$ cat src/rtl/usb_sched_pkg.sv
// Shared types and helpers for the USB transaction scheduler.
package usb_sched_pkg;

   localparam int unsigned MSG_W  = 3;
   localparam int unsigned DATA_W = 64;
   localparam int unsigned PAGE_W = 16;
   localparam int unsigned STAT_W = 16;

   localparam logic [MSG_W-1:0] NONE_MSG = 3'b000;
   localparam logic [MSG_W-1:0] IN_TOK   = 3'b001;
   localparam logic [MSG_W-1:0] OUT_TOK  = 3'b010;
   localparam logic [MSG_W-1:0] OUT_DATA = 3'b011;
   localparam logic [MSG_W-1:0] IN_DATA  = 3'b100;

   typedef enum logic [2:0] {
      IDLE,
      ISSUE,
      WAIT_ACC,
      WAIT_DONE,
      RESP
   } state_e;

   typedef enum logic {
      DIR_RD,
      DIR_WR
   } dir_e;

   typedef struct packed {
      dir_e              dir;
      logic [PAGE_W-1:0] page;
      logic [DATA_W-1:0] wdata;
   } xact_t;

   // Message for a given step: address phase pair first, then the data phase pair.
   function automatic logic [MSG_W-1:0] step_msg(input dir_e dir, input logic [1:0] step);
      logic [MSG_W-1:0] m;
      unique case (step)
         2'd0:    m = OUT_TOK;
         2'd1:    m = OUT_DATA;
         2'd2:    m = (dir == DIR_WR) ? OUT_TOK : IN_TOK;
         default: m = (dir == DIR_WR) ? OUT_DATA : IN_DATA;
      endcase
      return m;
   endfunction

   function automatic logic [STAT_W-1:0] sat_inc(input logic [STAT_W-1:0] v);
      return (v == {STAT_W{1'b1}}) ? v : v + STAT_W'(1);
   endfunction

endpackage

$ cat src/rtl/usb_rr_arb2.sv
// Two-way round-robin arbiter; bit 0 = read, bit 1 = write. Priority moves on advance_i.
module usb_rr_arb2 (
   input  logic       clk,
   input  logic       rst,
   input  logic [1:0] req_i,
   input  logic       advance_i,
   output logic [1:0] gnt_o
);

   logic fav_wr_q, fav_wr_d;
   logic last_wr_q, last_wr_d;

   always_comb begin
      gnt_o = 2'b00;
      unique case (req_i)
         2'b01:   gnt_o = 2'b01;
         2'b10:   gnt_o = 2'b10;
         2'b11:   gnt_o = fav_wr_q ? 2'b10 : 2'b01;
         default: gnt_o = 2'b00;
      endcase
   end

   // Remember who won; on advance favour the other requester.
   always_comb begin
      last_wr_d = (gnt_o != 2'b00) ? gnt_o[1] : last_wr_q;
      fav_wr_d  = advance_i ? ~last_wr_q : fav_wr_q;
   end

   always_ff @(posedge clk) begin
      if (rst) begin
         fav_wr_q  <= 1'b0;
         last_wr_q <= 1'b0;
      end else begin
         fav_wr_q  <= fav_wr_d;
         last_wr_q <= last_wr_d;
      end
   end

endmodule

$ cat src/rtl/usb_xact_sched.sv
// Transaction scheduler: expands read/write requests into protocolFSM message sequences with retry.
// Optional statistics outputs enabled by defining USB_XACT_SCHED_STATS_EN.
module usb_xact_sched
   import usb_sched_pkg::*;
#(
   parameter int unsigned MAX_RETRY   = 3,
   parameter int unsigned WDOG_CYCLES = 4096
) (
   input  logic              clk,
   input  logic              rst,
   input  logic              rd_req_i,
   input  logic [PAGE_W-1:0] rd_page_i,
   output logic              rd_done_o,
   output logic              rd_ok_o,
   output logic [DATA_W-1:0] rd_data_o,
   input  logic              wr_req_i,
   input  logic [PAGE_W-1:0] wr_page_i,
   input  logic [DATA_W-1:0] wr_data_i,
   output logic              wr_done_o,
   output logic              wr_ok_o,
   output logic [MSG_W-1:0]  msg_type_o,
   output logic [DATA_W-1:0] protocol_din_o,
   input  logic              protocol_free_i,
   input  logic              timeout_i,
   input  logic [DATA_W-1:0] protocol_dout_i,
   output logic              busy_o
`ifdef USB_XACT_SCHED_STATS_EN
  ,output logic [STAT_W-1:0] stat_retries_o,
   output logic [STAT_W-1:0] stat_fails_o
`endif
);

   localparam int unsigned RETRY_W = (MAX_RETRY < 1) ? 1 : $clog2(MAX_RETRY + 1);
   localparam int unsigned WDOG_W  = (WDOG_CYCLES < 2) ? 1 : $clog2(WDOG_CYCLES);
   localparam logic [RETRY_W-1:0] RETRY_MAX = RETRY_W'(MAX_RETRY);
   localparam logic [WDOG_W-1:0]  WDOG_LAST = WDOG_W'(WDOG_CYCLES - 1);

   state_e               state_q, state_d;
   xact_t                xact_q, xact_d;
   logic [1:0]           step_q, step_d;
   logic [RETRY_W-1:0]   retry_q, retry_d;
   logic [WDOG_W-1:0]    wdog_q, wdog_d;

   logic [MSG_W-1:0]     msg_q, msg_d;
   logic [DATA_W-1:0]    din_q, din_d;
   logic [DATA_W-1:0]    rd_data_q, rd_data_d;
   logic                 rd_done_q, rd_done_d, rd_ok_q, rd_ok_d;
   logic                 wr_done_q, wr_done_d, wr_ok_q, wr_ok_d;
   logic                 busy_q, busy_d;

   logic [1:0]           gnt;
   logic [1:0]           arb_req;
   logic                 in_wait, wdog_exp, phase_done;
   logic                 xact_ok, xact_fail, retry_take;

   assign arb_req = (state_q == IDLE) ? {wr_req_i, rd_req_i} : 2'b00;

   usb_rr_arb2 u_arb (
      .clk       (clk),
      .rst       (rst),
      .req_i     (arb_req),
      .advance_i (state_q == RESP),
      .gnt_o     (gnt)
   );

   // Phase outcome decode shared by next-state and output logic.
   assign in_wait    = (state_q == WAIT_ACC) || (state_q == WAIT_DONE);
   assign wdog_exp   = in_wait && (wdog_q == WDOG_LAST);
   assign phase_done = (state_q == WAIT_DONE) && protocol_free_i && !wdog_exp;
   assign xact_ok    = phase_done && !timeout_i && (step_q == 2'd3);
   assign retry_take = phase_done && timeout_i && (retry_q < RETRY_MAX);
   assign xact_fail  = wdog_exp || (phase_done && timeout_i && !(retry_q < RETRY_MAX));

   always_ff @(posedge clk) begin
      if (rst) begin
         state_q   <= IDLE;
         xact_q    <= '0;
         step_q    <= 2'd0;
         retry_q   <= '0;
         wdog_q    <= '0;
         msg_q     <= NONE_MSG;
         din_q     <= '0;
         rd_data_q <= '0;
         rd_done_q <= 1'b0;
         rd_ok_q   <= 1'b0;
         wr_done_q <= 1'b0;
         wr_ok_q   <= 1'b0;
         busy_q    <= 1'b0;
      end else begin
         state_q   <= state_d;
         xact_q    <= xact_d;
         step_q    <= step_d;
         retry_q   <= retry_d;
         wdog_q    <= wdog_d;
         msg_q     <= msg_d;
         din_q     <= din_d;
         rd_data_q <= rd_data_d;
         rd_done_q <= rd_done_d;
         rd_ok_q   <= rd_ok_d;
         wr_done_q <= wr_done_d;
         wr_ok_q   <= wr_ok_d;
         busy_q    <= busy_d;
      end
   end

   always_comb begin
      state_d = state_q;
      xact_d  = xact_q;
      step_d  = step_q;
      retry_d = retry_q;
      wdog_d  = wdog_q;
      unique case (state_q)
         IDLE: begin
            if (gnt != 2'b00) begin
               xact_d.dir   = gnt[1] ? DIR_WR : DIR_RD;
               xact_d.page  = gnt[1] ? wr_page_i : rd_page_i;
               xact_d.wdata = wr_data_i;
               step_d       = 2'd0;
               retry_d      = '0;
               wdog_d       = '0;
               state_d      = ISSUE;
            end
         end
         ISSUE: begin
            wdog_d = '0;
            if (protocol_free_i) state_d = WAIT_ACC;
         end
         WAIT_ACC: begin
            wdog_d = wdog_q + WDOG_W'(1);
            if (wdog_exp)              state_d = RESP;
            else if (!protocol_free_i) state_d = WAIT_DONE;
         end
         WAIT_DONE: begin
            wdog_d = wdog_q + WDOG_W'(1);
            if (xact_ok || xact_fail) begin
               state_d = RESP;
            end else if (retry_take) begin
               retry_d = retry_q + RETRY_W'(1);
               step_d  = step_q & 2'b10;
               state_d = ISSUE;
            end else if (phase_done) begin
               step_d  = step_q + 2'd1;
               state_d = ISSUE;
            end
         end
         RESP:    state_d = IDLE;
         default: state_d = IDLE;
      endcase
   end

   always_comb begin
      msg_d     = NONE_MSG;
      din_d     = din_q;
      rd_data_d = rd_data_q;
      rd_done_d = 1'b0;
      rd_ok_d   = 1'b0;
      wr_done_d = 1'b0;
      wr_ok_d   = 1'b0;
      busy_d    = busy_q;
      unique case (state_q)
         IDLE: begin
            if (gnt != 2'b00) busy_d = 1'b1;
         end
         ISSUE: begin
            if (protocol_free_i) begin
               msg_d = step_msg(xact_q.dir, step_q);
               if (step_q == 2'd1)
                  din_d = DATA_W'(xact_q.page);
               else if ((step_q == 2'd3) && (xact_q.dir == DIR_WR))
                  din_d = xact_q.wdata;
            end
         end
         WAIT_DONE: begin
            if (xact_ok && (xact_q.dir == DIR_RD)) rd_data_d = protocol_dout_i;
         end
         RESP:    busy_d = 1'b0;
         default: ;
      endcase
      // Done pulse lands in the RESP cycle.
      if (xact_ok || xact_fail) begin
         rd_done_d = (xact_q.dir == DIR_RD);
         rd_ok_d   = (xact_q.dir == DIR_RD) && xact_ok;
         wr_done_d = (xact_q.dir == DIR_WR);
         wr_ok_d   = (xact_q.dir == DIR_WR) && xact_ok;
      end
   end

   assign msg_type_o     = msg_q;
   assign protocol_din_o = din_q;
   assign rd_data_o      = rd_data_q;
   assign rd_done_o      = rd_done_q;
   assign rd_ok_o        = rd_ok_q;
   assign wr_done_o      = wr_done_q;
   assign wr_ok_o        = wr_ok_q;
   assign busy_o         = busy_q;

`ifdef USB_XACT_SCHED_STATS_EN
   logic [STAT_W-1:0] stat_retries_q, stat_fails_q;

   always_ff @(posedge clk) begin
      if (rst) begin
         stat_retries_q <= '0;
         stat_fails_q   <= '0;
      end else begin
         if (retry_take) stat_retries_q <= sat_inc(stat_retries_q);
         if (xact_fail)  stat_fails_q   <= sat_inc(stat_fails_q);
      end
   end

   assign stat_retries_o = stat_retries_q;
   assign stat_fails_o   = stat_fails_q;
`endif

endmodule
$ cat config.mk
export PLATFORM = sky130hd
export DESIGN_NAME = usb_xact_sched
export DESIGN_NICKNAME = d
export VERILOG_FILES = /design/src/rtl/usb_sched_pkg.sv /design/src/rtl/usb_rr_arb2.sv /design/src/rtl/usb_xact_sched.sv
export SDC_FILE = /design/constraint.sdc
export NUM_CORES = 1
export LEC_CHECK = 0
export CAP_MARGIN = 20
export CORE_ASPECT_RATIO = 0.75
export CORE_MARGIN = 3
export CORE_UTILIZATION = 52
export CTS_BUF_LIST = sky130_fd_sc_hd__clkbuf_4 sky130_fd_sc_hd__clkbuf_8
export DETAILED_ROUTE_END_ITERATION = 10
export PLACE_DENSITY_LB_ADDON = 0.05
export SYNTH_ARGS = -nofsm -noshare
export SYNTH_HDL_FRONTEND = slang
export SYNTH_SLANG_ARGS = --single-unit
$ cat constraint.sdc
create_clock -name clk -period 4.4 [get_ports clk]
set_input_delay 1.1 -clock clk [delete_from_list [all_inputs] [get_ports clk]]
set_output_delay 1.1 -clock clk [all_outputs]
set_load 0.03 [all_outputs]
# After elaboration in Yosys (flattened, before gate mapping)
# Index checks and enable logic that the tools add are counted.
[word_totals] ff_bits=238 inputBits=166 out_inout_bits=136 elab_cells=113
[classes] muxes=30 order_cmp=1 n_eq_ne=20 n_addsub=3 bitwise_logic=5 n_reduce_logical=36
[op_table] cell="two-way mux 64 bit" count=2
[op_table] cell="one-hot mux 12 bit (3 select lines)" count=1
[op_table] cell="two-way mux 3 bit" count=8
[op_table] cell="two-way mux 2 bit" count=9
[op_table] cell="two-way mux 16 bit" count=1
[op_table] cell="adder 12 x 1 -> 12 bit (second input constant)" count=1
[op_table] cell="== test 12 bit (second input constant)" count=1
[op_table] cell="two-way mux 12 bit" count=1
[op_table] cell="one-hot mux 3 bit (4 select lines)" count=1
[op_table] cell="AND reduction 4 bit" count=3
[op_table] cell="logical AND 1 bit" count=11
[op_table] cell="inequality test 2 bit (second input constant)" count=5
[op_table] cell="one-hot mux 3 bit (3 select lines)" count=1
[op_table] cell="== test 2 bit (second input constant)" count=4
[op_table] cell="one-hot mux 2 bit (2 select lines)" count=2
[op_table] cell="AND reduction 2 bit" count=4
[op_table] cell="nonzero test 2 bit" count=4
[op_table] cell="== test 3 x 2 -> 1 bit (second input constant)" count=2
[op_table] cell="inequality test 3 bit (second input constant)" count=2
[op_table] cell="one-hot mux 2 bit (3 select lines)" count=1
[op_table] cell="NOT 1 bit" count=5
[op_table] cell="AND reduction 5 bit" count=1
[op_table] cell="adder 2 x 1 -> 2 bit (second input constant)" count=2
[op_table] cell="== test 2 x 1 -> 1 bit (second input constant)" count=2
[op_table] cell="15 further kinds" count=21

# Depth between registers and ports, before layout
# Gate-level depths: netlist (run 1).
[depth] ltp_word=11 mapped_depth=8 depth_no_buf=6

# Modules after synthesis
# From an unflattened synthesis (run 1), not the netlist that was laid out.
[unflattened] hier_cells=1091 area_unflattened_um2=9121.2
[modules_own_cells] module="usb_xact_sched" cells_per_inst=1080 seq_area_each_um2=4724.5 n_inst=1 area_per_inst_um2=9028.7
[modules_own_cells] module="usb_rr_arb2" cells_per_inst=11 seq_area_each_um2=40.0 n_inst=1 area_per_inst_um2=92.6

# Worst setup path after synthesis (run 1)
# OpenSTA, ideal clock, no wires.
[synth_path] path_type="input -> register" startpoint="in protocol_free_i" endpoint="reg rd_data_q[10] (netlist: rd_data_o[10])" n_path_buf=3 required_ns=4.272 stages=8 path_slack_ns=2.140 setup_ns=0.128 t_arrival_ns=2.132 path_cell_list="and4b_1 buf_4 nand3b_4 a21oi_4 buf_12 buf_12 mux2i_1 nor2_1"
[synth_via] elab_chain_cells=6
[synth_lines] element="from (decl)" line="usb_xact_sched.sv:23" source="input logic protocol_free_i,"
[synth_lines] element="logical AND 1 bit (2 in a row)" line="usb_xact_sched.sv:69" source="assign phase_done = (state_q == WAIT_DONE) && protocol_free_i && !wdog_exp;"
[synth_lines] element="logical AND 1 bit (2 in a row)" line="usb_xact_sched.sv:70" source="assign xact_ok = phase_done && !timeout_i && (step_q == 2'd3);"
[synth_lines] element="logical AND 1 bit" line="usb_xact_sched.sv:174" source="if (xact_ok && (xact_q.dir == DIR_RD)) rd_data_d = protocol_dout_i;"
[synth_lines] element="AND reduction 2 bit (no source line)"
[synth_lines] element="to (signal assigned)" line="usb_xact_sched.sv:97" source="rd_data_q <= rd_data_d;"
[synth_lines] element="to (decl)" line="usb_xact_sched.sv:46" source="logic [DATA_W-1:0] rd_data_q, rd_data_d;"
# No other way between the ends.
# A chain may end at the register's enable or synchronous reset.

# Worst setup path after layout (run 1)
[layout_path] startpoint="in protocol_free_i" endpoint="reg din_q[22] (netlist: protocol_din_o[22])"
[layout_via] elab_chain_cells=1
[layout_lines] element="AND reduction 3 bit (no source line)"
[layout_lines] element="to (signal assigned)" line="usb_xact_sched.sv:96" source="din_q <= din_d;"
[layout_lines] element="to (decl)" line="usb_xact_sched.sv:45" source="logic [DATA_W-1:0] din_q, din_d;"
# No other way between the ends.

==> impl_metrics.yaml, run 1 <==
run_status:
  status: "finished clean"
timing:
  fmax_mhz: 340
  rsz0062_at_grt: "no"
  hold_violations: 0
  period_share: 0.668
  worst_slew_pin_slew_ps: 997
  slew_headroom: 0.335
  final.min_clock_period_ps: 2940
  finClkSkew_ps: 13.1
  drv_slew: 0
  fin_setup_tns_ps: 0
  setup_viol: 0
cells_and_area:
  area_delta_synth_final_pct: 39.6
  final_cells: 1556
  drive_above_1_share: 0.0899
  nNetsFinal: 1460
clocking:
  clockBufferDepth: 3
  post_cts_buffers: 0
  postCtsHoldBufs: 0
  clk_latency_ps: 520
  cts_made_buffers: 37
  cts_tree: "built"
  cts.clk_slew.worst_paths_ps: 60
  clock-sinks: 238
  htreeDepth: 2
  cts_root_buf: "clkbuf_8"
  cts_resized: 0
global_route:
  grt_antenna_before_repair: 0
  overflow: 0
  grt_use_met1: 0.314
  grt_use_met3: 0.0766
  grt_pass1_vias: 7407
  grtUsageMet2: 0.390
  grt_max_degree: 98
  top_usage_layer: "met2"
  grt_pass1_wl_um: 39000
  grt_usage: 0.242
power:
  power.density_nw_per_um2: 391
  leakagePower_nw: 4.63
  ir_drop_v: 0.000226
synth:
  ys.warnings.count: 0
  ys_seq_area_frac: 0.505
  synthesis.nets: 1185
  synth-seq-cells: 238
  synth_cells: 1012
  synth_cell_types: 56
  synth-edff-count: 0
  synth_top_area_cell: "dfxtp_1"
  synth-async-reset-ratio: 0
  synth_top_flop_cell: "dfxtp_1"
  synth_area_leaders: "dfxtp_1, mux2i_1, nand2_1"
  synth.top_cell.area_share: 0.505
  avgSynthCellArea_um2: 9.33
  synthesis.area_um2: 9440
die:
  dieArea_um2: 19800
  coreArea_um2: 17700
  ioPinCount: 302
  rows: 42
  die-width_um: 162
  initial_core_util: 0.533
  die_h_um: 123
critical_path:
  path_max_fanout: 48
  end_kind: "register"
  r2r-start: "state_q[2]"
  r2r_slack_ps: 1970
  reg2reg_to: "xact_q[67]"
  critPathLaunchType: "primary input"
  cp.required_ps: 4760
  reg2reg_depth: 5
  cp.arrival_ps: 3300
  path_class: "primary input to register"
routing:
  dr.pass1.iters: 5
  vias_per_cell: 5.12
  drt_iter0_markers: 531
  via_count: 7959
  drc: 0
  wl_per_cell_um: 16.2
  final_antenna_net_count: 0
  wl_um: 25200
min_path:
  hp-class: "register to register"
  whs_endpoint: "protocol_din_o[52]"
  worstHoldStart: "protocol_din_o[52]"
  hold_path_depth: 2
place:
  dp_hpwl_um: 17000
  numPlacedInstances: 1490
  port_buffers: 301
  place_congestion: 0.791
run:
  maxCapViolations: 0
==> metal layers <==
| metal | vias up | share of wire |
|---|---|---|
| met1 | 3663 | 0.44 |
| met2 | 267 | 0.46 |
| li1 | 3990 | - |
| met3 | 39 | 0.082 |
| met5 | - | 0 |
| met4 | 0 | 0.021 |
==> layout by cell type, fill, tap and decap left out, types with 2 or more instances in the layout <==
cell and count:
o21a_1 2, mux2i_1 97, clkbuf_8 48, inv_1 6
nand3_1 6, o21ai_0 5, nand2_1 190, clkinv_2 2
o2111ai_1 2, a211oi_1 18, and3_1 2, or3_1 2
nor4_1 2, ha_1 6, and2_1 3, nand4_1 6
and4_1 2, nor2_1 103, a211oi_2 16, nor3_1 6
xor2_1 6, clkdlybuf4s50_1 300, nor2_2 11, buf_4 9
a21oi_1 123, nand3b_1 48, xnor2_1 2, dfxtp_1 238
clkbuf_4 13, o211ai_1 2, nor2b_1 6
==> cells in the mapped netlist (2+ instances only) <==
cell	n
a211oi_1	18
buf_6	7
xnor2_1	2
o21ai_0	5
nand3b_1	48
buf_12	7
o211ai_1	2
a211oi_2	16
buf_2	19
nor4_1	2
mux2i_1	97
nand3_1	6
or3_1	2
dfxtp_1	238
xor2_1	6
nand4_1	6
and3_1	2
nor2b_1	7
inv_1	6
o21a_1	2
a21oi_1	123
and2_1	3
nor2_1	103
nand2_1	190
o2111ai_1	2
a21boi_0	2
buf_4	6
nor2_2	11
and4_1	2
nor3_1	6
clkbuf_1	33
buf_1	2
o21ai_1	2
ha_1	7
==> area by class of cell <==
type | count | area, µm²
flip-flops and latches | 238 | 4760
fillers | 1367 | 4530
multi-input cells | 693 | 4180
repair buffers | 311 | 3100
clock buffers | 61 | 758
well taps | 242 | 303
clock inverters | 4 | 47.5
inverters | 6 | 22.5
diodes | 1 | 2.50
==> where the power goes <==
group | internal (mW) | total [mW] | switching [mW]
logic | 0.328 | 0.763 | 0.435
clock network | 1.14 | 1.97 | 0.826
registers | 2.31 | 2.42 | 0.106
==> worst max path at each step <==
stage / depth (start not counted) / start / endpoint
floorplan: 8 / protocol_free_i / rd_data_o[10]
global placement: 5 / protocol_free_i / protocol_din_o[21]
detailed placement: 5 / protocol_free_i / protocol_din_o[22]
CTS: 5 / protocol_free_i / protocol_din_o[22]
global route: 5 / protocol_free_i / protocol_din_o[22]
finish: 5 / protocol_free_i / protocol_din_o[22]
==> logic make-up after synthesis <==
| logic type | after synthesis | share of synthesized area |
|---|---|---|
| AO/OA/AOI/OAI | 183 | 0.124 |
| XOR/XNOR | 8 | 0.00742 |
| adder cells (fa/ha/maj) | 7 | 0.00928 |
| buffers and inverters | 81 | 0.0551 |
| flip-flops | 238 | 0.505 |
| multiplexers | 98 | 0.104 |
| AND/OR/NAND/NOR | 397 | 0.195 |
==> state kept, by name (all words and copies together) (netlist names) <==
name             count
xact_q              81
protocol_din_o      64
rd_data_o           64
wdog_q              12
msg_type_o           3
state_q              3
retry_q              2
step_q               2
busy_o               1
rd_done_o            1
rd_ok_o              1
u_arb.fav_wr_q       1
u_arb.last_wr_q      1
wr_done_o            1
wr_ok_o              1
==> stage by stage <==
stage / instance area [µm²] / worst slack [ps] / power [mW] / utilization / hold slack (ps)
2_1_floorplan: 9440 / 2140 / 2.95 / - / 425
3_5_place_dp: 12400 / 947 / 3.23 / 0.699 / 443
5_1_grt: 13200 / 1370 / 5.41 / 0.744 / 465
3_3_place_gp: 12400 / 1020 / 3.21 / 0.699 / 437
6_report: 13200 / 1460 / 5.15 / 0.744 / 450
4_1_cts: 13200 / 1510 / 5.20 / 0.744 / 450
==> critical path, stage by stage <==
cell,delay [ps]
clkdlybuf4s50_1,600
nand2_2,130
or4_2,1120
nand2_1,230
a21oi_1,80
Note: power is estimated with default switching activity, not from simulation.
==> run 2, diff against run 1 <==
--- a/config.mk
+++ b/config.mk
@@ -8,7 +8,7 @@
 export CAP_MARGIN = 20
 export CORE_ASPECT_RATIO = 0.75
 export CORE_MARGIN = 3
-export CORE_UTILIZATION = 52
+export CORE_UTILIZATION = 43
 export CTS_BUF_LIST = sky130_fd_sc_hd__clkbuf_4 sky130_fd_sc_hd__clkbuf_8
 export DETAILED_ROUTE_END_ITERATION = 10
 export PLACE_DENSITY_LB_ADDON = 0.05
==> constraint.sdc (replaced) <==
create_clock -name clk -period 2.5 [get_ports clk]
set_input_delay 0.625 -clock clk [delete_from_list [all_inputs] [get_ports clk]]
set_output_delay 0.625 -clock clk [all_outputs]
set_load 0.03 [all_outputs]
==> impl_metrics.yaml, run 2 (synthesized netlist as in run 1, its figures left out) <==
run_status:
  status: "finished clean"
power:
  power.density_nw_per_um2: 678
  leakagePower_nw: 4.79
  intPower_mw: 6.72
  clkPwrFrac: 0.384
  p_seq_frac: 0.461
  ir_drop_v: 0.000468
  comb_power_share: 0.155
  switching_power_mw: 2.47
  p_sw_frac: 0.269
timing:
  fin_setup_tns_ps: 0
  finClkSkew_ps: 16.4
  rsz0062_at_grt: "no"
  setup_viol: 0
  fmax_mhz: 453
  period_share: 0.882
  worst_slew_pin_slew_ps: 791
  slew_headroom: 0.473
  whs_ps: 429
  final.min_clock_period_ps: 2210
  drv_slew: 0
  hold_violations: 0
critical_path:
  path_buf_inv: 1
  crit_chain: "clkdlybuf4s50_1"
  critPathLaunchType: "register"
  path_max_fanout: 2
  slowest_delay_ps: 730
  worst_path_max_delay_cell: "clkdlybuf4s50_1"
  end_kind: "output port"
  r2r_slack_ps: 460
  path_class: "register to output port"
  cp.arrival_ps: 1580
  cp.required_ps: 1880
  cpLargestDelayFamily: "buffers and inverters"
cells_and_area:
  final_common_cell: "clkdlybuf4s50_1"
  drive_above_1_share: 0.106
  final_cell_mix: "clkdlybuf4s50_1, dfxtp_1, nand2_1, a21oi_1, nor2_1"
  fillers: 1850
  largest_reg_flops: 81
  largest_register: "xact_q"
  final_util: 0.635
  diodes: 0
  nNetsFinal: 1484
  area_delta_synth_final_pct: 43.7
run:
  maxCapViolations: 0
die:
  coreArea_um2: 21400
  ioPinCount: 302
  rows: 46
  die_h_um: 134
  die-width_um: 177
  dieArea_um2: 23800
  initial_core_util: 0.442
place:
  dp_hpwl_um: 17300
  place_congestion: 0.840
  port_buffers: 301
routing:
  via_count: 7962
  wl_um: 25600
  drt_iter0_markers: 529
  drc: 0
  vias_per_cell: 4.90
  wl_per_cell_um: 15.8
  dr.pass1.iters: 5
  final_antenna_net_count: 0
clocking:
  cts_made_buffers: 39
  clock-sinks: 238
  postCtsHoldBufs: 0
  cts_root_buf: "clkbuf_8"
  clk_latency_ps: 510
  htreeDepth: 2
  cts_resized: 0
  cts.clk_slew.worst_paths_ps: 70
  clockBufferDepth: 3
  post_cts_buffers: 0
  cts_tree: "built"
global_route:
  grt_usage: 0.208
  grt_max_degree: 105
  grt_antenna_before_repair: 0
  grt_pass1_vias: 7566
  grt_pass1_wl_um: 40400
  overflow: 0
min_path:
  hp-class: "primary input to register"
-- run 2: through the flow --
stage	worst slack (ps)	total power, mW	std cells	area [µm²]
3_3_place_gp	67.5	5.74	1558	12700
3_5_place_dp	43.1	5.76	1558	12700
2_1_floorplan	715	5.19	1012	9440
6_report	295	9.20	1625	13600
5_1_grt	199	9.69	1625	13600
4_1_cts	252	9.34	1625	13600
-- run 2: worst paths after layout --
check | from | end | depth (start not counted)
max | protocol_din_o[1] | protocol_din_o[1] | 1
min | rst | rd_data_o[30] | 2
max reg2reg | state_q[0] | protocol_din_o[19] | 5
min reg2reg | protocol_din_o[55] | protocol_din_o[55] | 2
-- run 2: power groups by stage --
stage	registers [mW]	clock network (mW)	logic [mW]
after floorplan	4.28	0	0.905
after global placement	4.32	0	1.42
after detailed placement	4.32	0	1.44
after CTS	4.24	3.65	1.45
after global routing	4.27	3.82	1.60
final	4.24	3.53	1.43
-- run 2: per-layer routing --
layer / global-route usage / part of all wire
met4: 0.0558 / 0.020
met5: 0 / 0
met2: 0.319 / 0.43
met3: 0.0730 / 0.092
met1: 0.279 / 0.45
-- run 2: layout make-up --
type / instances / area [µm²] / share of cell area
Inverter: 6 / 22.5 / 0.00166
Sequential cell: 238 / 4760 / 0.351
Timing Repair Buffer: 333 / 3420 / 0.252
Clock inverter: 8 / 73.8 / 0.00544
Clock buffer: 59 / 749 / 0.0552
Multi-Input combinational cell: 693 / 4180 / 0.308
Tap cell: 288 / 360 / 0.0266
==> run 3, diff against run 2 <==
--- a/config.mk
+++ b/config.mk
@@ -5,6 +5,7 @@
 export SDC_FILE = /design/constraint.sdc
 export NUM_CORES = 1
 export LEC_CHECK = 0
+export ABC_AREA = 1
 export CAP_MARGIN = 20
 export CORE_ASPECT_RATIO = 0.75
 export CORE_MARGIN = 3
==> impl_metrics.yaml, run 3 <==
power:
  intPower_mw: 7.09
  p_seq_frac: 0.419
  comb_power_share: 0.253
  switching_power_mw: 3.37
  p_sw_frac: 0.322
  power.density_nw_per_um2: 778
  leakagePower_nw: 4.77
  ir_drop_v: 0.000488
  clkPwrFrac: 0.329
routing:
  met3_length_um: 2510
  final_antenna_net_count: 0
  drc: 0
  via_count: 8968
  vias_per_cell: 5.04
  dr.pass1.iters: 5
  wl_per_cell_um: 15.4
  drt_iter0_markers: 580
  met1_length_um: 12100
  wl_met2_um: 12100
  wl_um: 27300
  top_layer_used: "met5"
min_path:
  whs_endpoint: "u_arb.fav_wr_q"
  hp-class: "register to register"
  worstHoldStart: "u_arb.last_wr_q"
  hold_path_depth: 1
synth:
  synth-seq-cells: 238
  synthesis.area_um2: 9350
  synth-async-reset-ratio: 0
  synth_cell_types: 31
  synth_top_flop_cell: "dfxtp_1"
  ys.warnings.count: 0
  synth.top_cell.area_share: 0.510
  ys_seq_area_frac: 0.510
  synth_area_leaders: "dfxtp_1, nand2_1, a21oi_1"
  synth_common_cells: "nand2_1, dfxtp_1, a21oi_1"
  synth_top_area_cell: "dfxtp_1"
  synthesis.nets: 1359
  avgSynthCellArea_um2: 7.88
  synth_cells: 1186
  synth.most_common_cell: "nand2_1"
  synth-edff-count: 0
die:
  die_h_um: 134
  coreArea_um2: 21200
  rows: 46
  initial_core_util: 0.440
  die-width_um: 176
  ioPinCount: 302
  dieArea_um2: 23600
critical_path:
  path_class: "register to output port"
  end_kind: "output port"
  reg2reg_to: "rd_data_o[7]"
  reg2reg_depth: 10
  cp.arrival_ps: 1640
  cpLargestDelayFamily: "buffers and inverters"
  path_max_fanout: 2
  crit_chain: "clkdlybuf4s50_1"
  slowest_delay_ps: 720
  cp.required_ps: 1880
  r2r_slack_ps: 480
  path_buf_inv: 1
  r2r-start: "state_q[1]"
  worst_path_max_delay_cell: "clkdlybuf4s50_1"
  critPathLaunchType: "register"
clocking:
  clk_latency_ps: 520
  cts_resized: 0
  cts.clk_slew.worst_paths_ps: 60
  postCtsHoldBufs: 0
  clockBufferDepth: 3
  cts_tree: "built"
  cts_made_buffers: 39
  clock-sinks: 238
  htreeDepth: 2
  cts_root_buf: "clkbuf_8"
  post_cts_buffers: 0
cells_and_area:
  final_cell_mix: "nand2_1, clkdlybuf4s50_1, dfxtp_1, a21oi_1, nand3_1"
  nNetsFinal: 1637
  largest_reg_flops: 81
  fillers: 1902
  diodes: 0
  largest_register: "xact_q"
  final_common_cell: "nand2_1"
  drive_above_1_share: 0.106
  area_delta_synth_final_pct: 43.8
timing:
  finClkSkew_ps: 25.2
  hold_violations: 0
  whs_ps: 444
  final.min_clock_period_ps: 2260
  slew_headroom: 0.660
  worst_slew_pin_slew_ps: 506
  drv_slew: 0
  period_share: 0.905
  rsz0062_at_grt: "no"
  setup_viol: 0
  fmax_mhz: 442
  fin_setup_tns_ps: 0
run_status:
  status: "finished clean"
global_route:
  grt_usage: 0.219
  grt_pass1_vias: 8183
  grt_antenna_before_repair: 1
  grt_max_degree: 105
  overflow: 0
  grt_pass1_wl_um: 42700
run:
  maxCapViolations: 0
place:
  place_congestion: 0.866
  dp_hpwl_um: 17800
  port_buffers: 301
-- run 3: worst max path at each step --
stage                          from  slack [ps]  cells after the start                  to
finish                rd_data_o[17]         240                      1       rd_data_o[17]
global route          rd_data_o[17]         190                      1       rd_data_o[17]
CTS                   rd_data_o[17]         200                      1       rd_data_o[17]
detailed placement  protocol_free_i           7                      9        rd_data_o[7]
global placement    protocol_free_i         110                     10        rd_data_o[1]
floorplan                 step_q[1]         650                     10  protocol_din_o[41]
-- run 3: cell families after synthesis --
| group | count (synthesis) | share of synthesized area |
|---|---|---|
| flops | 238 | 0.510 |
| buf+inv | 135 | 0.0621 |
| fa+ha+maj | 7 | 0.00937 |
| simple gates | 513 | 0.258 |
| compound gates | 293 | 0.161 |
-- run 3: power by group through the flow --
stage / sequential (mW) / clock (mW) / combinational, mW
3_5_place_dp: 4.46 / 0 / 2.66
2_1_floorplan: 4.48 / 0 / 1.63
6_report: 4.38 / 3.44 / 2.64
3_3_place_gp: 4.45 / 0 / 2.63
5_1_grt: 4.43 / 3.70 / 2.97
4_1_cts: 4.38 / 3.54 / 2.67
-- run 3: stage by stage --
stage | utilization | setup slack (ps) | area (µm²) | std cells | power [mW]
final | 0.633 | 238 | 13400 | 1778 | 10.5
after global routing | 0.633 | 195 | 13400 | 1778 | 11.1
after CTS | 0.633 | 199 | 13400 | 1778 | 10.6
after detailed placement | 0.595 | 6.93 | 12600 | 1711 | 7.12
after global placement | 0.595 | 113 | 12600 | 1711 | 7.08
after floorplan | - | 652 | 9350 | 1186 | 6.11
-- run 3: routing by layer --
metal / vias to the layer above / GRT usage
met2: 288 / 0.336
met4: 2 / 0.0589
met3: 49 / 0.0701
met1: 4134 / 0.299
li1: 4495 / -
met5: - / 0
-- run 3: area by class of cell --
type                            instances  area (µm²)  area share
Sequential cell                       238        4760       0.354
Multi-Input combinational cell        813        4020       0.299
Timing Repair Buffer                  324        3320       0.247
Clock buffer                           64         774      0.0576
Tap cell                              288         360      0.0268
Inverter                               48         180      0.0134
Clock inverter                          3        21.3     0.00158
==> RTL edit 1, RTL diff (settings of run 1) <==
The package constant `PAGE_W` goes from 16 to 14.
--- a/src/rtl/usb_sched_pkg.sv
+++ b/src/rtl/usb_sched_pkg.sv
@@ -5,3 +5,3 @@
    localparam int unsigned DATA_W = 64;
-   localparam int unsigned PAGE_W = 16;
+   localparam int unsigned PAGE_W = 14;
    localparam int unsigned STAT_W = 16;
Interface: changed (resized rd_page_i and wr_page_i); port bits go from 302 to 298. No check against the original RTL was run, so the function may have changed too.
==> RTL edit 1 against run 1 <==
Clock power down 7%. Final area down 1.7%. Via count up 9.9%. Register-to-register slack worse by 0.24 ns. Wire length up 5.5%. Sequential cell count down 2. Synthesized area down 2.7%. Worst setup slack better by 0.20 ns. Power down 5.3%. Critical endpoint is now xact_q[77]. Largest power group unchanged.
==> RTL edit 1: results (changes against run 1) <==
Routing
  – Routed wl met3: 2260 microns (was 2060 microns)
  – Met2 wire len: 12100 microns (was 11600 microns)
  – Routed wire length: 26600 microns (was 25200 microns)
  – Met1 Wirelength: 11500 microns (was 11000 microns)
  – Detailed Route Iter0 Violations: 666 (was 531)

Critical path
  – R2R cell count: 4 (was 5)
  – R2R setup slack: 1.73 ns (was 1.97 ns)
  – CP max stage delay: 0.72 ns (was 1.12 ns)
  – Slowest cell on the critical path: nand3_1 (was or4_2)
  – Reg2reg end: xact_q[77] (was xact_q[67])
  – Worst-path fanout max: 16 (was 48)
  – Arr. time, crit path: 3.08 ns (was 3.30 ns)

Placement
  – Buffers added on ports: 297 (was 301)
  – Routability Congestion: 0.812 (was 0.791)
  – Hpwl dp: 17100 microns (was 17000 microns)

Global route
  – Pin count of the biggest net entering global routing: 79 (was 98)
  – Number of global-route vias before repair: 8234 (was 7407)
  – Total track usage: 26.2% (was 24.2%)
  – First-pass GRT wire length: 42100 microns (was 39000 microns)

Pwr
  – Maximum VDD drop: 0.397 mV (was 0.226 mV)

Hold path
  – Worst hold endpoint: protocol_din_o[32] (was protocol_din_o[52])
  – HP Start: protocol_din_o[32] (was protocol_din_o[52])

Logic synthesis
  – Sequential element share of the synthesized area: 51.4% (was 50.5%)
  – Post-synth top area share: 51.4% (was 50.5%)
  – Synth unique cells: 47 (was 56)
  – Synth area leaders: dfxtp_1 (51%), a21oi_1 (10%), nand2_1 (7.8%), nand3b_1 (4.2%), nand3_1 (3.7%) (was dfxtp_1 (50%), mux2i_1 (10%), nand2_1 (7.6%), a21oi_1 (6.5%), nor2_1 (4.1%))

Cells and area
  – Diode count: 0 (was 1)
  – Max reg flops: 79 (was 81)
  – Share of layout cells above drive strength 1: 6.54% (was 8.99%)

STA
  – Worst slew pin tran: 0.956 ns (was 0.997 ns)
  – Min Hold Slack: 0.448 ns (was 0.450 ns)
  – Clock Skew: 0.0224 ns (was 0.0131 ns)

Outcome
  – Status: finished clean (unchanged)
RTL edit 1: worst max path at each step:
stage | startpoint | endpoint | depth (start not counted)
CTS | timeout_i | rd_data_o[48] | 6
global route | rd_req_i | wdog_q[10] | 5
global placement | wr_req_i | xact_q[77] | 4
floorplan | rd_req_i | wdog_q[9] | 4
detailed placement | timeout_i | rd_data_o[60] | 6
finish | wr_req_i | xact_q[77] | 4
RTL edit 1: cell type report:
cell class                 instances  area (sq um)
fill                            1325          4130
multi-input combinational        751          4100
tap                              236           295
clock buffer                      56           671
clock inverter                     4          50.0
inverter                           4          15.0
timing repair buffer             310          3100
sequential                       236          4720
RTL edit 1: power by group:
group / leakage (nW) / internal [mW] / switching, mW
clock network: 0.380 / 1.02 / 0.803
logic: 2.15 / 0.295 / 0.390
registers: 1.92 / 2.28 / 0.0927
RTL edit 1: logic make-up after synthesis:
kind of cell	count (synthesis)	synth area share, %
flip-flops	236	51.4
adder cells (fa/ha/maj)	7	0.953
XOR/XNOR	7	0.667
multiplexers	31	3.40
AO/OA/AOI/OAI	303	17.8
buffers and inverters	100	4.34
AND/OR/NAND/NOR	403	21.4
RTL edit 1: metrics by stage:
step / area, sq um / util [%] / cells / power (mW) / setup WS [ns]
global placement: 12200 / 71.6 / 1537 / 3.08 / 1.22
CTS: 13000 / 75.8 / 1597 / 4.92 / 1.69
detailed placement: 12200 / 71.6 / 1537 / 3.10 / 1.17
finish: 13000 / 75.8 / 1597 / 4.88 / 1.66
global route: 13000 / 75.8 / 1597 / 5.11 / 1.52
floorplan: 9190 / - / 1087 / 2.80 / 2.09
RTL edit 1: worst register-to-register path: cells and delay by family, from the launching register on:
family | cells | cell delay [ns]
and+or+nand+nor | 2 | 1.31
muxes | 1 | 0.53
DFF | 1 | 0.55
AOI/OAI and AO/OA | 1 | 0.12
RTL edit 1: metal layers:
layer  vias to the layer above  GRT usage [%]
li1                       4278              -
met1                      4107           34.4
met2                       317           41.1
met3                        47           8.50
met4                         0           8.91
met5                         -              0
==> RTL edit 2, RTL diff (config.mk and constraints of run 1) <==
Made on the original files. `rd_data_q` no longer has a reset.
--- a/src/rtl/usb_xact_sched.sv
+++ b/src/rtl/usb_xact_sched.sv
@@ -82,3 +82,2 @@
          din_q     <= '0;
-         rd_data_q <= '0;
          rd_done_q <= 1'b0;
@@ -96,3 +95,2 @@
          din_q     <= din_d;
-         rd_data_q <= rd_data_d;
          rd_done_q <= rd_done_d;
@@ -103,2 +101,6 @@
       end
+   end
+
+   always_ff @(posedge clk) begin
+      rd_data_q <= rd_data_d;
    end
Check against the original RTL: same outputs for any inputs over 4 cycles, from zero or initial values and one cycle with rst high; that may be too few to reach the edited logic, so the function may still have changed.
==> RTL edit 2 against run 1 <==
Count of clock-buffer cells in the layout rose by 2. Largest cell class unchanged. Final cell count fell by 10%. Critical endpoint is now rd_data_o[3]. First-iteration DRC count fell by 23%. Highest routed layer is now met5. Sequential cell count did not move. Via count fell by 8.6%. Final area fell by 3.1%. Fmax fell by 4.6%. Synthesized area fell by 6.9%. Wire length fell by 9.2%. Worst setup slack got worse by 0.14 ns. Power fell by 2.3%.
==> RTL edit 2: results (changes against run 1) <==
Pwr
  – Maximum VDD drop: 0.245 mV (was 0.226 mV)
  – Leak pwr: 4.52 nW (was 4.63 nW)
  – Total net switching power: 1.24 mW (was 1.37 mW)

Routing
  – Detailed Route Iter0 Violations: 409 (was 531)
  – Met2 wire len: 10900 microns (was 11600 microns)
  – Routed wl met3: 2140 microns (was 2060 microns)
  – Met1 Wirelength: 9360 microns (was 11000 microns)
  – Top routing layer in use: met5 (was met4)
  – Via count: 7273 (was 7959)
  – WL/cell: 16.4 microns (was 16.2 microns)

Placement
  – Pre-CTS setup slack: 0.775 ns (was 0.947 ns)
  – Post-DP Area: 0.0119 sq mm (was 0.0124 sq mm)
  – Hpwl dp: 15200 microns (was 17000 microns)
  – Routability Congestion: 0.796 (was 0.791)

STA
  – Slew margin rel.: 27.3% (was 33.5%)
  – Clock Skew: 0.0205 ns (was 0.0131 ns)

Cells and area
  – Fin nets: 1327 (was 1460)
  – Diode count: 0 (was 1)
  – Share of layout cells above drive strength 1: 8.28% (was 8.99%)

Logic synthesis
  – Synth area leaders: dfxtp_1 (40%), edfxtp_1 (22%), nand2_1 (8.1%), a21oi_1 (7.0%), nand3b_1 (4.1%) (was dfxtp_1 (50%), mux2i_1 (10%), nand2_1 (7.6%), a21oi_1 (6.5%), nor2_1 (4.1%))
  – Post-synth top cells: nand2_1 (189), dfxtp_1 (174), a21oi_1 (123), edfxtp_1 (64), nor2_1 (55) (was dfxtp_1 (238), nand2_1 (190), a21oi_1 (123), nor2_1 (103), mux2i_1 (97))
  – Sequential element share of the synthesized area: 61.5% (was 50.5%)
  – Syn nets: 1034 (was 1185)
  – Synth unique cells: 46 (was 56)
  – Number of synthesized flops with an enable pin: 64 (was 0)

Global route
  – First-pass GRT wire length: 35300 microns (was 39000 microns)
  – Number of global-route vias before repair: 6949 (was 7407)
  – Pin count of the biggest net entering global routing: 106 (was 98)
  – Antenna violations before repair: 1 (was 0)
  – Total track usage: 23.5% (was 24.2%)

Hold path
  – HP Start: protocol_din_o[27] (was protocol_din_o[52])

Critical path
  – Arr. time, crit path: 3.28 ns (was 3.30 ns)
  – Worst-path fanout max: 27 (was 48)
  – Reg2reg start: state_q[1] (was state_q[2])

CTS
  – Clk root buf: clkbuf_8 (unchanged)
  – Worst-skew pair later-pin latency: roughly 0.5 ns

Outcome
  – Status: finished clean (unchanged)
[RTL edit 2: cell count changes in the layout (fill, tap and decap cells not counted), moves of 3 or more]
cell / delta
edfxtp_1: +64
nor3_1: -3
nor2_1: -49
nand4_1: -4
dfxtp_1: -64
nor2_2: -11
a211oi_2: -16
buf_4: +4
mux2i_1: -65
nor4_1: +3
a211oi_1: +15
[RTL edit 2: per-stage QoR]
| stage | std cells | util (%) |
|---|---|---|
| after floorplan | 861 | - |
| after global placement | 1324 | 73.4 |
| after detailed placement | 1324 | 73.4 |
| after CTS | 1392 | 78.4 |
| after global routing | 1393 | 78.5 |
| final | 1393 | 78.5 |
[RTL edit 2: metal layers]
metal  track usage [%]  up-vias
met4              5.85        2
li1                  -     3570
met3              8.09       40
met5                 0        -
met2              38.9      263
met1              29.5     3398
[RTL edit 2: layout make-up]
cell class | count | area (sq um)
sequential | 238 | 5410
inverter | 6 | 22.5
timing repair buffer | 315 | 3140
clock inverter | 5 | 27.5
tap | 210 | 263
multi-input combinational | 556 | 3130
clock buffer | 63 | 786
fill | 1086 | 3500
[RTL edit 2: logic make-up (layout without fill, tap and decap cells)]
kind of cell    after synthesis  after routing  synth area share (%)
compound gates              170            170                  11.2
xor+xnor                     11             11                  1.10
fa+ha+maj                     7              7                 0.997
buf+inv                      67            389                  3.27
flops                       238            238                  61.5
mux                          35             35                  4.03
simple gates                333            333                  17.9
[RTL edit 2: path summary, 6_finish.rpt]
path	endpoint	slack, ns	cells after the start
setup / recovery	rd_data_o[3]	1.32	5
hold / removal	protocol_din_o[27]	0.45	2
setup reg to reg	rd_data_o[3]	1.58	5
hold reg to reg	protocol_din_o[27]	0.45	2
[RTL edit 2: power groups by stage]
stage | logic [mW] | clock network, mW | registers [mW]
6_report | 0.641 | 1.95 | 2.45
5_1_grt | 0.712 | 2.08 | 2.46
4_1_cts | 0.644 | 1.98 | 2.45
3_5_place_dp | 0.641 | 0 | 2.50
3_3_place_gp | 0.629 | 0 | 2.49
2_1_floorplan | 0.393 | 0 | 2.48
[RTL edit 2: worst max-delay path, cell delays in order]
cell             delay [ns]
clkdlybuf4s50_1        0.55
nand2_1                0.22
or4_2                  0.67
nor2_4                 0.46
buf_12                 0.26
